==> config.mk <==
export PLATFORM = sky130hd
export DESIGN_NAME = multicycle_ctrl_flat
export DESIGN_NICKNAME = d
export VERILOG_FILES = /design/src/rtl/multicycle_ctrl_pkg.sv /design/src/rtl/multicycle_ctrl_if.sv /design/src/rtl/multicycle_ctrl_opdecode.sv /design/src/rtl/multicycle_ctrl.sv /design/src/flat_wrapper.sv
export SDC_FILE = /design/constraint.sdc
export NUM_CORES = 1
export LEC_CHECK = 0
export ABC_AREA = 1
export CAP_MARGIN = 10
export CORE_MARGIN = 2
export CORE_UTILIZATION = 30
export DETAILED_ROUTE_END_ITERATION = 10
export DONT_BUFFER_PORTS = 1
export GPL_TIMING_DRIVEN = 1
export PLACE_DENSITY = 0.44
export REMOVE_ABC_BUFFERS = 1
export SLEW_MARGIN = 20
export SYNTH_ARGS = -nofsm -noshare
export SYNTH_HDL_FRONTEND = slang
export SYNTH_HIERARCHICAL = 1
export SYNTH_SLANG_ARGS = --single-unit
export TNS_END_PERCENT = 100
==> constraint.sdc <==
create_clock -name clock -period 1.69 [get_ports clock]
set_clock_uncertainty 0.1 [all_clocks]
set_input_delay 0.507 -clock clock [delete_from_list [all_inputs] [get_ports clock]]
set_output_delay 0.507 -clock clock [all_outputs]
set_load 0.03 [all_outputs]
==> src/rtl/multicycle_ctrl_pkg.sv <==
// ctrl_pkg: shared types and constants for the multicycle control FSM.
//   state_t     FSM states (exported on the debug port of multicycle_ctrl)
//   op_class_t  opcode classes produced by ctrl_opdecode
//   PC_*        pc_op encodings
//   OP_*        low-nibble opcode values
//   uses_imm()  classes that select the immediate operand in EXEC
package ctrl_pkg;

    typedef enum logic [2:0] {
        ST_RST    = 3'd0,
        ST_FETCH  = 3'd1,
        ST_DECODE = 3'd2,
        ST_EXEC   = 3'd3,
        ST_MEM    = 3'd4,
        ST_WB     = 3'd5,
        ST_HALT   = 3'd6
    } state_t;

    typedef enum logic [3:0] {
        CLS_NOP  = 4'd0,
        CLS_ALU  = 4'd1,
        CLS_ALUI = 4'd2,
        CLS_LDI  = 4'd3,
        CLS_LD   = 4'd4,
        CLS_ST   = 4'd5,
        CLS_JMP  = 4'd6,
        CLS_BRZ  = 4'd7,
        CLS_HALT = 4'd8
    } op_class_t;

    localparam logic [1:0] PC_HOLD = 2'b00;
    localparam logic [1:0] PC_INC  = 2'b01;
    localparam logic [1:0] PC_LOAD = 2'b10;

    // Low-nibble opcode map. 0x1-0x7 are ALU reg-reg, 0xD-0xE ALU-imm.
    localparam logic [3:0] OP_NOP       = 4'h0;
    localparam logic [3:0] OP_LDI       = 4'h8;
    localparam logic [3:0] OP_LD        = 4'h9;
    localparam logic [3:0] OP_ST        = 4'hA;
    localparam logic [3:0] OP_JMP       = 4'hB;
    localparam logic [3:0] OP_BRZ       = 4'hC;
    localparam logic [3:0] OP_ALUI_BASE = 4'hD;
    localparam logic [3:0] OP_HALT      = 4'hF;

    function automatic logic uses_imm(input op_class_t c);
        return (c == CLS_LDI) || (c == CLS_LD) || (c == CLS_ST) || (c == CLS_ALUI);
    endfunction

endpackage

==> src/rtl/multicycle_ctrl_if.sv <==
// multicycle_ctrl_if: control-unit <-> datapath/memory signal bundle.
//   master  : the control FSM (drives strobes, reads opcode/flag/mem_ready)
//   slave   : the datapath and memory side
// Memory handshake: mem_rd / mem_wr is the request and stays asserted and
// stable until the cycle in which mem_ready is high; that cycle completes
// the access. mem_ready has no meaning while no request is asserted.
interface multicycle_ctrl_if #(
    parameter int OPCODE_W = 4
);
    logic [OPCODE_W-1:0] opcode;
    logic                flag;
    logic                mem_ready;
    logic                inst_wr;
    logic                decoder_en;
    logic [1:0]          pc_op;
    logic                reg_en;
    logic                rD_wr;
    logic                imm_en;
    logic                adrs_ctrl;
    logic                mem_rd;
    logic                mem_wr;
    logic                halted;
    logic                illegal;
    logic                bus_err;

    modport master (
        input  opcode, flag, mem_ready,
        output inst_wr, decoder_en, pc_op, reg_en, rD_wr, imm_en,
               adrs_ctrl, mem_rd, mem_wr, halted, illegal, bus_err
    );

    modport slave (
        output opcode, flag, mem_ready,
        input  inst_wr, decoder_en, pc_op, reg_en, rD_wr, imm_en,
               adrs_ctrl, mem_rd, mem_wr, halted, illegal, bus_err
    );
endinterface

==> src/rtl/multicycle_ctrl_opdecode.sv <==
// ctrl_opdecode: combinational opcode-to-class mapping.
//   opcode        in  OPCODE_W  raw opcode from the instruction register
//   op_class      out           decoded class (NOP when reserved bits set)
//   reserved_bad  out           any opcode bit above [3:0] is nonzero
module ctrl_opdecode
    import ctrl_pkg::*;
#(
    parameter int OPCODE_W = 4
) (
    input  logic [OPCODE_W-1:0] opcode,
    output op_class_t           op_class,
    output logic                reserved_bad
);
    logic [3:0] lo;

    assign lo = opcode[3:0];
    // For OPCODE_W == 4 the shift leaves nothing, so this is constant 0.
    assign reserved_bad = |(opcode >> 4);

    always_comb begin
        op_class = CLS_NOP;
        case (lo)
            OP_NOP:  op_class = CLS_NOP;
            OP_LDI:  op_class = CLS_LDI;
            OP_LD:   op_class = CLS_LD;
            OP_ST:   op_class = CLS_ST;
            OP_JMP:  op_class = CLS_JMP;
            OP_BRZ:  op_class = CLS_BRZ;
            OP_HALT: op_class = CLS_HALT;
            // Remaining codes are 0x1-0x7 (ALU) and 0xD-0xE (ALU-imm).
            default: op_class = (lo >= OP_ALUI_BASE) ? CLS_ALUI : CLS_ALU;
        endcase
        if (reserved_bad) begin
            op_class = CLS_NOP;
        end
    end
endmodule

==> src/rtl/multicycle_ctrl.sv <==
// multicycle_ctrl: multicycle control FSM for the CPU datapath.
// Sequences FETCH / DECODE / EXEC / MEM / WB per opcode class, with memory
// wait states, conditional branch, HALT and illegal-opcode detection.
//   clock      in   rising-edge clock
//   reset      in   synchronous, active-low
//   bus        master modport of multicycle_ctrl_if (opcode, flag,
//              mem_ready in; all datapath/memory strobes and status out)
//   dbg_state  out  current FSM state
// Build option: CTRL_MEM_TIMEOUT_EN adds a memory-wait watchdog. After
// MEM_TIMEOUT consecutive cycles without mem_ready in FETCH or MEM it sets
// the sticky bus_err and halts. Without it bus_err is tied 0.
module multicycle_ctrl
    import ctrl_pkg::*;
#(
    parameter int OPCODE_W    = 4,
    parameter int MEM_TIMEOUT = 16
) (
    input  logic                clock,
    input  logic                reset,
    multicycle_ctrl_if.master   bus,
    output state_t              dbg_state
);
    if (OPCODE_W < 4 || MEM_TIMEOUT < 1) begin : g_bad_params
        $error("multicycle_ctrl: OPCODE_W must be >= 4 and MEM_TIMEOUT >= 1");
    end

    state_t    state;
    op_class_t op_class;      // class captured in DECODE
    op_class_t dec_class;     // live decode of bus.opcode
    logic      dec_bad;
    logic      timeout_hit;

    ctrl_opdecode #(.OPCODE_W(OPCODE_W)) u_opdecode (
        .opcode       (bus.opcode),
        .op_class     (dec_class),
        .reserved_bad (dec_bad)
    );

`ifdef CTRL_MEM_TIMEOUT_EN
    localparam int WAIT_W = $clog2(MEM_TIMEOUT + 1);
    logic [WAIT_W-1:0] wait_cnt;
    logic              bus_err_q;
    logic              in_wait_state;

    assign in_wait_state = (state == ST_FETCH) || (state == ST_MEM);
    // Fires on the MEM_TIMEOUT-th consecutive cycle without mem_ready.
    assign timeout_hit = in_wait_state && !bus.mem_ready &&
                         (wait_cnt == WAIT_W'(MEM_TIMEOUT - 1));

    // Counter is zero whenever FETCH or MEM is entered: it is held at 0 in
    // every other state and cleared when an access completes.
    always_ff @(posedge clock) begin
        if (!reset) begin
            wait_cnt  <= '0;
            bus_err_q <= 1'b0;
        end else begin
            if (in_wait_state && !bus.mem_ready && !timeout_hit) begin
                wait_cnt <= wait_cnt + 1'b1;
            end else begin
                wait_cnt <= '0;
            end
            if (timeout_hit) begin
                bus_err_q <= 1'b1;
            end
        end
    end

    assign bus.bus_err = bus_err_q;
`else
    assign timeout_hit = 1'b0;
    assign bus.bus_err = 1'b0;
`endif

    always_ff @(posedge clock) begin
        if (!reset) begin
            state    <= ST_RST;
            op_class <= CLS_NOP;
        end else begin
            case (state)
                ST_RST: state <= ST_FETCH;
                ST_FETCH: begin
                    if (bus.mem_ready) begin
                        state <= ST_DECODE;
                    end else if (timeout_hit) begin
                        state <= ST_HALT;
                    end
                end
                ST_DECODE: begin
                    op_class <= dec_class;
                    case (dec_class)
                        CLS_NOP:  state <= ST_FETCH;
                        CLS_HALT: state <= ST_HALT;
                        default:  state <= ST_EXEC;
                    endcase
                end
                ST_EXEC: begin
                    case (op_class)
                        CLS_JMP, CLS_BRZ: state <= ST_FETCH;
                        CLS_LD, CLS_ST:   state <= ST_MEM;
                        default:          state <= ST_WB;
                    endcase
                end
                ST_MEM: begin
                    if (bus.mem_ready) begin
                        state <= (op_class == CLS_LD) ? ST_WB : ST_FETCH;
                    end else if (timeout_hit) begin
                        state <= ST_HALT;
                    end
                end
                ST_WB:   state <= ST_FETCH;
                ST_HALT: state <= ST_HALT;
                default: state <= ST_RST;
            endcase
        end
    end

    // Strobes decode from state and captured class; FETCH completion and
    // the BRZ target select follow the live mem_ready / flag inputs.
    always_comb begin
        bus.inst_wr    = 1'b0;
        bus.decoder_en = 1'b0;
        bus.pc_op      = PC_HOLD;
        bus.reg_en     = 1'b0;
        bus.rD_wr      = 1'b0;
        bus.imm_en     = 1'b0;
        bus.adrs_ctrl  = 1'b0;
        bus.mem_rd     = 1'b0;
        bus.mem_wr     = 1'b0;
        bus.halted     = 1'b0;
        bus.illegal    = 1'b0;
        case (state)
            ST_FETCH: begin
                bus.mem_rd = 1'b1;
                if (bus.mem_ready) begin
                    bus.inst_wr = 1'b1;
                    bus.pc_op   = PC_INC;
                end
            end
            ST_DECODE: begin
                bus.decoder_en = 1'b1;
                bus.reg_en     = 1'b1;
                bus.illegal    = dec_bad;
            end
            ST_EXEC: begin
                bus.reg_en = 1'b1;
                bus.imm_en = uses_imm(op_class);
                if (op_class == CLS_JMP || (op_class == CLS_BRZ && bus.flag)) begin
                    bus.pc_op = PC_LOAD;
                end
            end
            ST_MEM: begin
                bus.adrs_ctrl = 1'b1;
                bus.mem_rd    = (op_class == CLS_LD);
                bus.mem_wr    = (op_class == CLS_ST);
            end
            ST_WB:   bus.rD_wr  = 1'b1;
            ST_HALT: bus.halted = 1'b1;
            default: ;
        endcase
    end

    assign dbg_state = state;
endmodule

==> src/flat_wrapper.sv <==
// flat-port wrapper written by rule: the top's interface ports become plain ports
module multicycle_ctrl_flat import ctrl_pkg::*;
#(
    parameter int OPCODE_W    = 4,
    parameter int MEM_TIMEOUT = 16
)
  (clock, reset, dbg_state, bus_opcode, bus_flag, bus_mem_ready, bus_inst_wr, bus_decoder_en, bus_pc_op, bus_reg_en, bus_rD_wr, bus_imm_en, bus_adrs_ctrl, bus_mem_rd, bus_mem_wr, bus_halted, bus_illegal, bus_bus_err);
  multicycle_ctrl_if #(.OPCODE_W(OPCODE_W)) bus_i ();
  input  logic clock;
  input  logic reset;
  output state_t dbg_state;
  input wire logic [$bits(bus_i.opcode)-1:0] bus_opcode;
  input wire logic [$bits(bus_i.flag)-1:0] bus_flag;
  input wire logic [$bits(bus_i.mem_ready)-1:0] bus_mem_ready;
  output wire logic [$bits(bus_i.inst_wr)-1:0] bus_inst_wr;
  output wire logic [$bits(bus_i.decoder_en)-1:0] bus_decoder_en;
  output wire logic [$bits(bus_i.pc_op)-1:0] bus_pc_op;
  output wire logic [$bits(bus_i.reg_en)-1:0] bus_reg_en;
  output wire logic [$bits(bus_i.rD_wr)-1:0] bus_rD_wr;
  output wire logic [$bits(bus_i.imm_en)-1:0] bus_imm_en;
  output wire logic [$bits(bus_i.adrs_ctrl)-1:0] bus_adrs_ctrl;
  output wire logic [$bits(bus_i.mem_rd)-1:0] bus_mem_rd;
  output wire logic [$bits(bus_i.mem_wr)-1:0] bus_mem_wr;
  output wire logic [$bits(bus_i.halted)-1:0] bus_halted;
  output wire logic [$bits(bus_i.illegal)-1:0] bus_illegal;
  output wire logic [$bits(bus_i.bus_err)-1:0] bus_bus_err;
  assign bus_i.opcode = bus_opcode;
  assign bus_i.flag = bus_flag;
  assign bus_i.mem_ready = bus_mem_ready;
  assign bus_inst_wr = bus_i.inst_wr;
  assign bus_decoder_en = bus_i.decoder_en;
  assign bus_pc_op = bus_i.pc_op;
  assign bus_reg_en = bus_i.reg_en;
  assign bus_rD_wr = bus_i.rD_wr;
  assign bus_imm_en = bus_i.imm_en;
  assign bus_adrs_ctrl = bus_i.adrs_ctrl;
  assign bus_mem_rd = bus_i.mem_rd;
  assign bus_mem_wr = bus_i.mem_wr;
  assign bus_halted = bus_i.halted;
  assign bus_illegal = bus_i.illegal;
  assign bus_bus_err = bus_i.bus_err;
  multicycle_ctrl #(.OPCODE_W(OPCODE_W), .MEM_TIMEOUT(MEM_TIMEOUT)) u_core (.clock(clock), .reset(reset), .bus(bus_i), .dbg_state(dbg_state));
endmodule
==> results of run 1 <==
report_power, final:
part / switching [mW] / internal (mW)
registers: 0.0267 / 0.190
logic: 0.212 / 0.137
clock network: 0.0626 / 0.0864
layer usage:
layer  track usage  up-vias  share of wire
li1              -      367              -
met1         0.183      293           0.46
met2         0.254       20           0.48
met3        0.0302        2          0.052
met4        0.0811        0          0.012
met5             0        -              0
sequential cells by signal, indices dropped and copies added (netlist names):
register,flops
u_core/op_class,4
u_core/dbg_state,3
cell usage after synthesis (all sizes together):
cell / count
a31oi: 1
a21oi: 9
o21ai: 9
conb: 2
nor2: 21
inv: 21
nor3: 3
dfxtp: 7
nand3: 5
buf: 3
nand2: 25
metrics by stage:
| step | area [um^2] | utilization | cells |
|---|---|---|---|
| finish | 890 | 0.504 | 154 |
| global route | 890 | 0.504 | 154 |
| CTS | 860 | 0.487 | 153 |
| detailed placement | 706 | 0.400 | 145 |
| global placement | 706 | 0.400 | 145 |
| floorplan | 547 | - | 103 |
logic make-up after synthesis:
logic type,count (synthesis)
AOI/OAI and AO/OA,19
buffers and inverters,24
DFF,7
other,2
and+or+nand+nor,54
worst paths after layout:
kind,from,end,slack (ps),cells after the start
min reg2reg,u_core/op_class[2],u_core/op_class[2],400,2
min,reset,u_core/op_class[1],300,2
max reg2reg,u_core/dbg_state[0],u_core/dbg_state[2],340,8
max,u_core/dbg_state[0],bus_mem_rd,-90,5
repair_timing:
item | CTS | global route
pin swaps | 7 | 5
endpoints found under the setup margin | 11 | 11
setup buffers | 4 | 1
gates cloned | 0 | 0
hold endpoints to repair | 0 | 0
resized for setup | 32 | 8
worst max-delay path: cells and delay by family (launching register included):
kind / cells / cell delay (ps)
compound gates: 1 / 130
buf+inv: 3 / 370
flops: 1 / 350
simple gates: 1 / 70
layout make-up:
| type | instances | share of cell area |
|---|---|---|
| clock inverters | 1 | 0.00563 |
| inverters | 21 | 0.105 |
| multi-input cells | 75 | 0.450 |
| well taps | 25 | 0.0352 |
| clock buffers | 3 | 0.0253 |
| repair buffers | 22 | 0.207 |
| flip-flops and latches | 7 | 0.172 |
==> impl_metrics.env, run 1 <==
export IMPL_wirelength_um=1570
export IMPL_min_period_ps=1780
export IMPL_synth_xor_area_frac=0
export IMPL_synth_largest_area_cell="dfxtp_1"
export IMPL_wire_per_inst_um=10.2
export IMPL_setup_tns_ps=-576
export IMPL_io_buffers=0
export IMPL_synth_top_family_by_area="simple AND/OR/NAND/NOR gates"
export IMPL_synthCells=106
export IMPL_path_class="reg2out"
export IMPL_finalHoldViolations=0
export IMPL_syn_to_final_growth_pct=56.3
export IMPL_core_area_um2=1760
export IMPL_die_x_um=47.6
export IMPL_hold_worst_slack_ps=298
export IMPL_seqCellArea_um2=153
export IMPL_synthSimpleGateAreaFrac=0.387
export IMPL_htree_levels=1
export IMPL_netlist_area_um2=569
export IMPL_rsz0062_at_grt="yes"
export IMPL_cp_start_kind="flop"
export IMPL_slew_violations=0
export IMPL_ios=24
export IMPL_hp_class="in2reg"
export IMPL_cpPeakStageDelay_ps=350
export IMPL_rows=15
export IMPL_final_antenna_net_count=0
export IMPL_yosysSeqAreaShare=0.246
export IMPL_vias=682
export IMPL_finalCritPeriodShare=1.05
export IMPL_worst_ir_drop_vdd_mv=0.333
export IMPL_syn_area_per_cell_um2=5.37
export IMPL_crit_chain="inv_4, buf_6, nand3_4, o21ai_1, buf_4"
export IMPL_path_max_fanout=4
export IMPL_synth_compound_area_frac=0.176
export IMPL_cts_hold_buf=0
export IMPL_grt_first_pass_wirelength_um=2370
export IMPL_gp_congestion=0.738
export IMPL_drt_iter0_drc=9
export IMPL_tightest_slew_ps=538
export IMPL_cap_violations=0
export IMPL_power_per_cell_area_nw_per_um2=804
export IMPL_gr_usage_all_layers=0.152
export IMPL_antenna_found_initial=0
export IMPL_post_place_ws_ps=36.3
export IMPL_grt_pass1_vias=595
export IMPL_synthAdderAreaFrac=0
export IMPL_drc=0
export IMPL_cts_tree="built"
export IMPL_die_area_um2=2260
export IMPL_cts_buffers=3
export IMPL_status="complete, but fails checks"
export IMPL_clock_latency_ps=250
export IMPL_leakagePower_nw=0.423
export IMPL_fp_dieH_um=47.6
export IMPL_clockRootBuffer="clkbuf_4"
export IMPL_grt_max_degree=10
export IMPL_synth_top_cells_by_area="dfxtp_1 (25%), nand2_1 (16%), nor2_1 (13%), inv_1 (13%), a21oi_1 (7.9%)"
export IMPL_violations="setup timing"
export IMPL_cp_slowest_cell="dfxtp_4"
export IMPL_yosys_warnings=6
export IMPL_multi_input_area_um2=400
export IMPL_cts_sinks=7
export IMPL_overflow=0
export IMPL_synth_distinct_cells=15
export IMPL_hpwl_um=1210
export IMPL_drive_above_1_share=0.388
export IMPL_final_cell_mix="nand2_1 (22), buf_4 (17), nor2_1 (17)"
export IMPL_cp_required_ps=1080
export IMPL_finalPower_mw=0.715
export IMPL_muxShareOfSynthArea=0
export IMPL_n_antenna_cell=0
export IMPL_yosysTopAreaCellShare=0.246
export IMPL_synth_seq_cells=7
export IMPL_arrival_ps=1170
export IMPL_vias_per_cell=4.43
export IMPL_cts_clk_slew_worst_paths_ps=60
export IMPL_finalSetupViolations=9
export IMPL_ctsLongestPathBuffers=2
export IMPL_layout_commonest_cell="nand2_1"
export IMPL_relSlewSlack=0.640
export IMPL_end_kind="primary output"
export IMPL_nFillCells=204
export IMPL_fin_nets=138
export IMPL_initial_core_util=0.323
export IMPL_fin_ws_ps=-87.9
export IMPL_drtPass1Iterations=6
export IMPL_timing_fmax_mhz=562
Power figures use the tool's default switching activity.
==> run 2: changes to the inputs <==
--- a/config.mk
+++ b/config.mk
@@ -12,6 +12,7 @@
 export DETAILED_ROUTE_END_ITERATION = 10
 export DONT_BUFFER_PORTS = 1
 export GPL_TIMING_DRIVEN = 1
+export HOLD_SLACK_MARGIN = 0.1
 export PLACE_DENSITY = 0.44
 export REMOVE_ABC_BUFFERS = 1
 export SLEW_MARGIN = 20
==> results of run 2 <==
The final DEF is identical to that of run 1; final timing and power are the same.
==> run 3: changes to the inputs <==
--- a/config.mk
+++ b/config.mk
@@ -9,11 +9,12 @@
 export CAP_MARGIN = 10
 export CORE_MARGIN = 2
 export CORE_UTILIZATION = 30
+export CTS_CLUSTER_DIAMETER = 80
 export DETAILED_ROUTE_END_ITERATION = 10
 export DONT_BUFFER_PORTS = 1
 export GPL_TIMING_DRIVEN = 1
 export HOLD_SLACK_MARGIN = 0.1
-export PLACE_DENSITY = 0.44
+export PLACE_DENSITY = 0.45
 export REMOVE_ABC_BUFFERS = 1
 export SLEW_MARGIN = 20
 export SYNTH_ARGS = -nofsm -noshare
==> constraint.sdc (replaced) <==
create_clock -name clock -period 1.5 [get_ports clock]
set_clock_uncertainty 0.1 [all_clocks]
set_input_delay 0.45 -clock clock [delete_from_list [all_inputs] [get_ports clock]]
set_output_delay 0.45 -clock clock [all_outputs]
set_load 0.03 [all_outputs]
==> run 3 against run 2 <==
The flow still finishes with violations (setup timing). Via count is 4.4% higher. Final cell count is 3.2% higher. Clock power is 14% higher. Power is 18% higher. Global-route usage is 0.30 points higher. Final area is 8.9% higher. Clock-buffer cell count is 1 higher. Setup slack worse by 150 ps. Wire length is 3.3% lower. Critical path depth stayed put. Sequential power is 15% higher. Critical path type unchanged. Highest routed layer unchanged.
==> impl_metrics.env, run 3 (synthesis results as in run 1) <==
export IMPL_die_area_um2=2260
export IMPL_finalHoldViolations=0
export IMPL_layout_commonest_cell="nand2_1"
export IMPL_hpwl_um=1190
export IMPL_path_max_fanout=6
export IMPL_vias_per_cell=4.48
export IMPL_cts_hold_buf=0
export IMPL_gr_usage_all_layers=0.155
export IMPL_antenna_found_initial=0
export IMPL_final_cell_mix="nand2_1 (20), nor2_1 (17), buf_4 (16)"
export IMPL_grt_first_pass_wirelength_um=2390
export IMPL_tightest_slew_ps=535
export IMPL_wirelength_um=1520
export IMPL_rows=15
export IMPL_fin_ws_ps=-239
export IMPL_timing_fmax_mhz=575
export IMPL_post_place_ws_ps=-141
export IMPL_cts_buffers=3
export IMPL_end_kind="primary output"
export IMPL_worst_ir_drop_vdd_mv=0.477
export IMPL_overflow=0
export IMPL_ios=24
export IMPL_min_period_ps=1740
export IMPL_io_buffers=0
export IMPL_cpPeakStageDelay_ps=340
export IMPL_status="complete, but fails checks"
export IMPL_cap_violations=0
export IMPL_htree_levels=1
export IMPL_n_antenna_cell=0
export IMPL_die_x_um=47.6
export IMPL_violations="setup timing"
export IMPL_cts_clk_slew_worst_paths_ps=50
export IMPL_wire_per_inst_um=9.57
export IMPL_grt_pass1_vias=593
export IMPL_crit_buf_inv=2
export IMPL_finalCritPeriodShare=1.16
export IMPL_drtPass1Iterations=5
export IMPL_top_register="u_core/op_class"
export IMPL_power_per_cell_area_nw_per_um2=871
export IMPL_cts_tree="built"
export IMPL_initial_core_util=0.323
export IMPL_cp_required_ps=950
export IMPL_core_area_um2=1760
export IMPL_slew_violations=0
export IMPL_arrival_ps=1190
export IMPL_gp_congestion=0.735
export IMPL_vias=712
export IMPL_relSlewSlack=0.642
export IMPL_grt_max_degree=10
export IMPL_finalSetupViolations=12
export IMPL_critPathTopFamily="flip-flops"
export IMPL_clockRootBuffer="clkbuf_4"
export IMPL_largest_reg_flops=4
export IMPL_cts_sinks=7
export IMPL_fin_util=0.549
export IMPL_syn_to_final_growth_pct=70.1
export IMPL_path_class="reg2out"
export IMPL_drive_above_1_share=0.425
export IMPL_rsz0062_at_grt="yes"
export IMPL_cp_slowest_cell="dfxtp_2"
export IMPL_placed_cells=149
export IMPL_clock_latency_ps=250
export IMPL_ctsLongestPathBuffers=2
export IMPL_final_cells=159
export IMPL_cp_start_kind="flop"
export IMPL_hp_class="in2reg"
export IMPL_leakagePower_nw=0.456
export IMPL_crit_chain="buf_6, nor2_4, o21ai_1, nor2_1, buf_4"
export IMPL_fp_dieH_um=47.6
export IMPL_final_antenna_net_count=0
export IMPL_fin_nets=143
export IMPL_drt_iter0_drc=13
export IMPL_drc=0
-- run 3: path summary, 6_finish.rpt --
path	from	to	slack, ps	cells after the start
setup / recovery	u_core/dbg_state[2]	bus_pc_op[1]	-240	5
hold / removal	reset	u_core/op_class[0]	250	2
setup reg to reg	u_core/dbg_state[0]	u_core/dbg_state[0]	140	7
hold reg to reg	u_core/op_class[0]	u_core/op_class[0]	430	2
-- run 3: per-layer routing --
layer,global-route usage,part of all wire
met1,0.178,0.43
met3,0.0340,0.043
met4,0.119,0.012
met5,0,0
met2,0.249,0.52
-- run 3: through the flow --
| stage | area, um^2 | setup TNS (ps) | hold WS, ps | power [mW] |
|---|---|---|---|---|
| after floorplan | 547 | -4350 | 360 | 0.437 |
| after global placement | 736 | -602 | 389 | 0.544 |
| after detailed placement | 736 | -670 | 400 | 0.546 |
| after CTS | 896 | -1960 | 236 | 0.789 |
| after global routing | 968 | -2830 | 260 | 0.903 |
| final | 968 | -2030 | 249 | 0.843 |
-- run 3: cell type report --
type / count / area [um^2]
Fill cell: 185 / 796
Multi-Input combinational cell: 75 / 423
Timing Repair Buffer: 27 / 244
Sequential cell: 7 / 150
Inverter: 21 / 93.8
Tap cell: 25 / 31.3
Clock buffer: 4 / 26.3
-- run 3: timing repair --
item                       in CTS  in global routing
pin swaps                       5                  5
gates resized for setup        36                 15
buffers inserted                3                  3
setup endpoints to repair      11                 12
-- run 3: worst register-to-register path: stages, from the launching register on --
cell and delay, ps:
dfxtp_4 370, inv_6 110, nor3_4 50, buf_4 120, buf_4 140, o21ai_2 190, nand2_1 80, a21oi_1 130
-- run 3: power breakdown --
part	switching [mW]	internal, mW
clock network	0.0683	0.101
registers	0.0327	0.215
logic	0.253	0.173
total	0.354	0.489
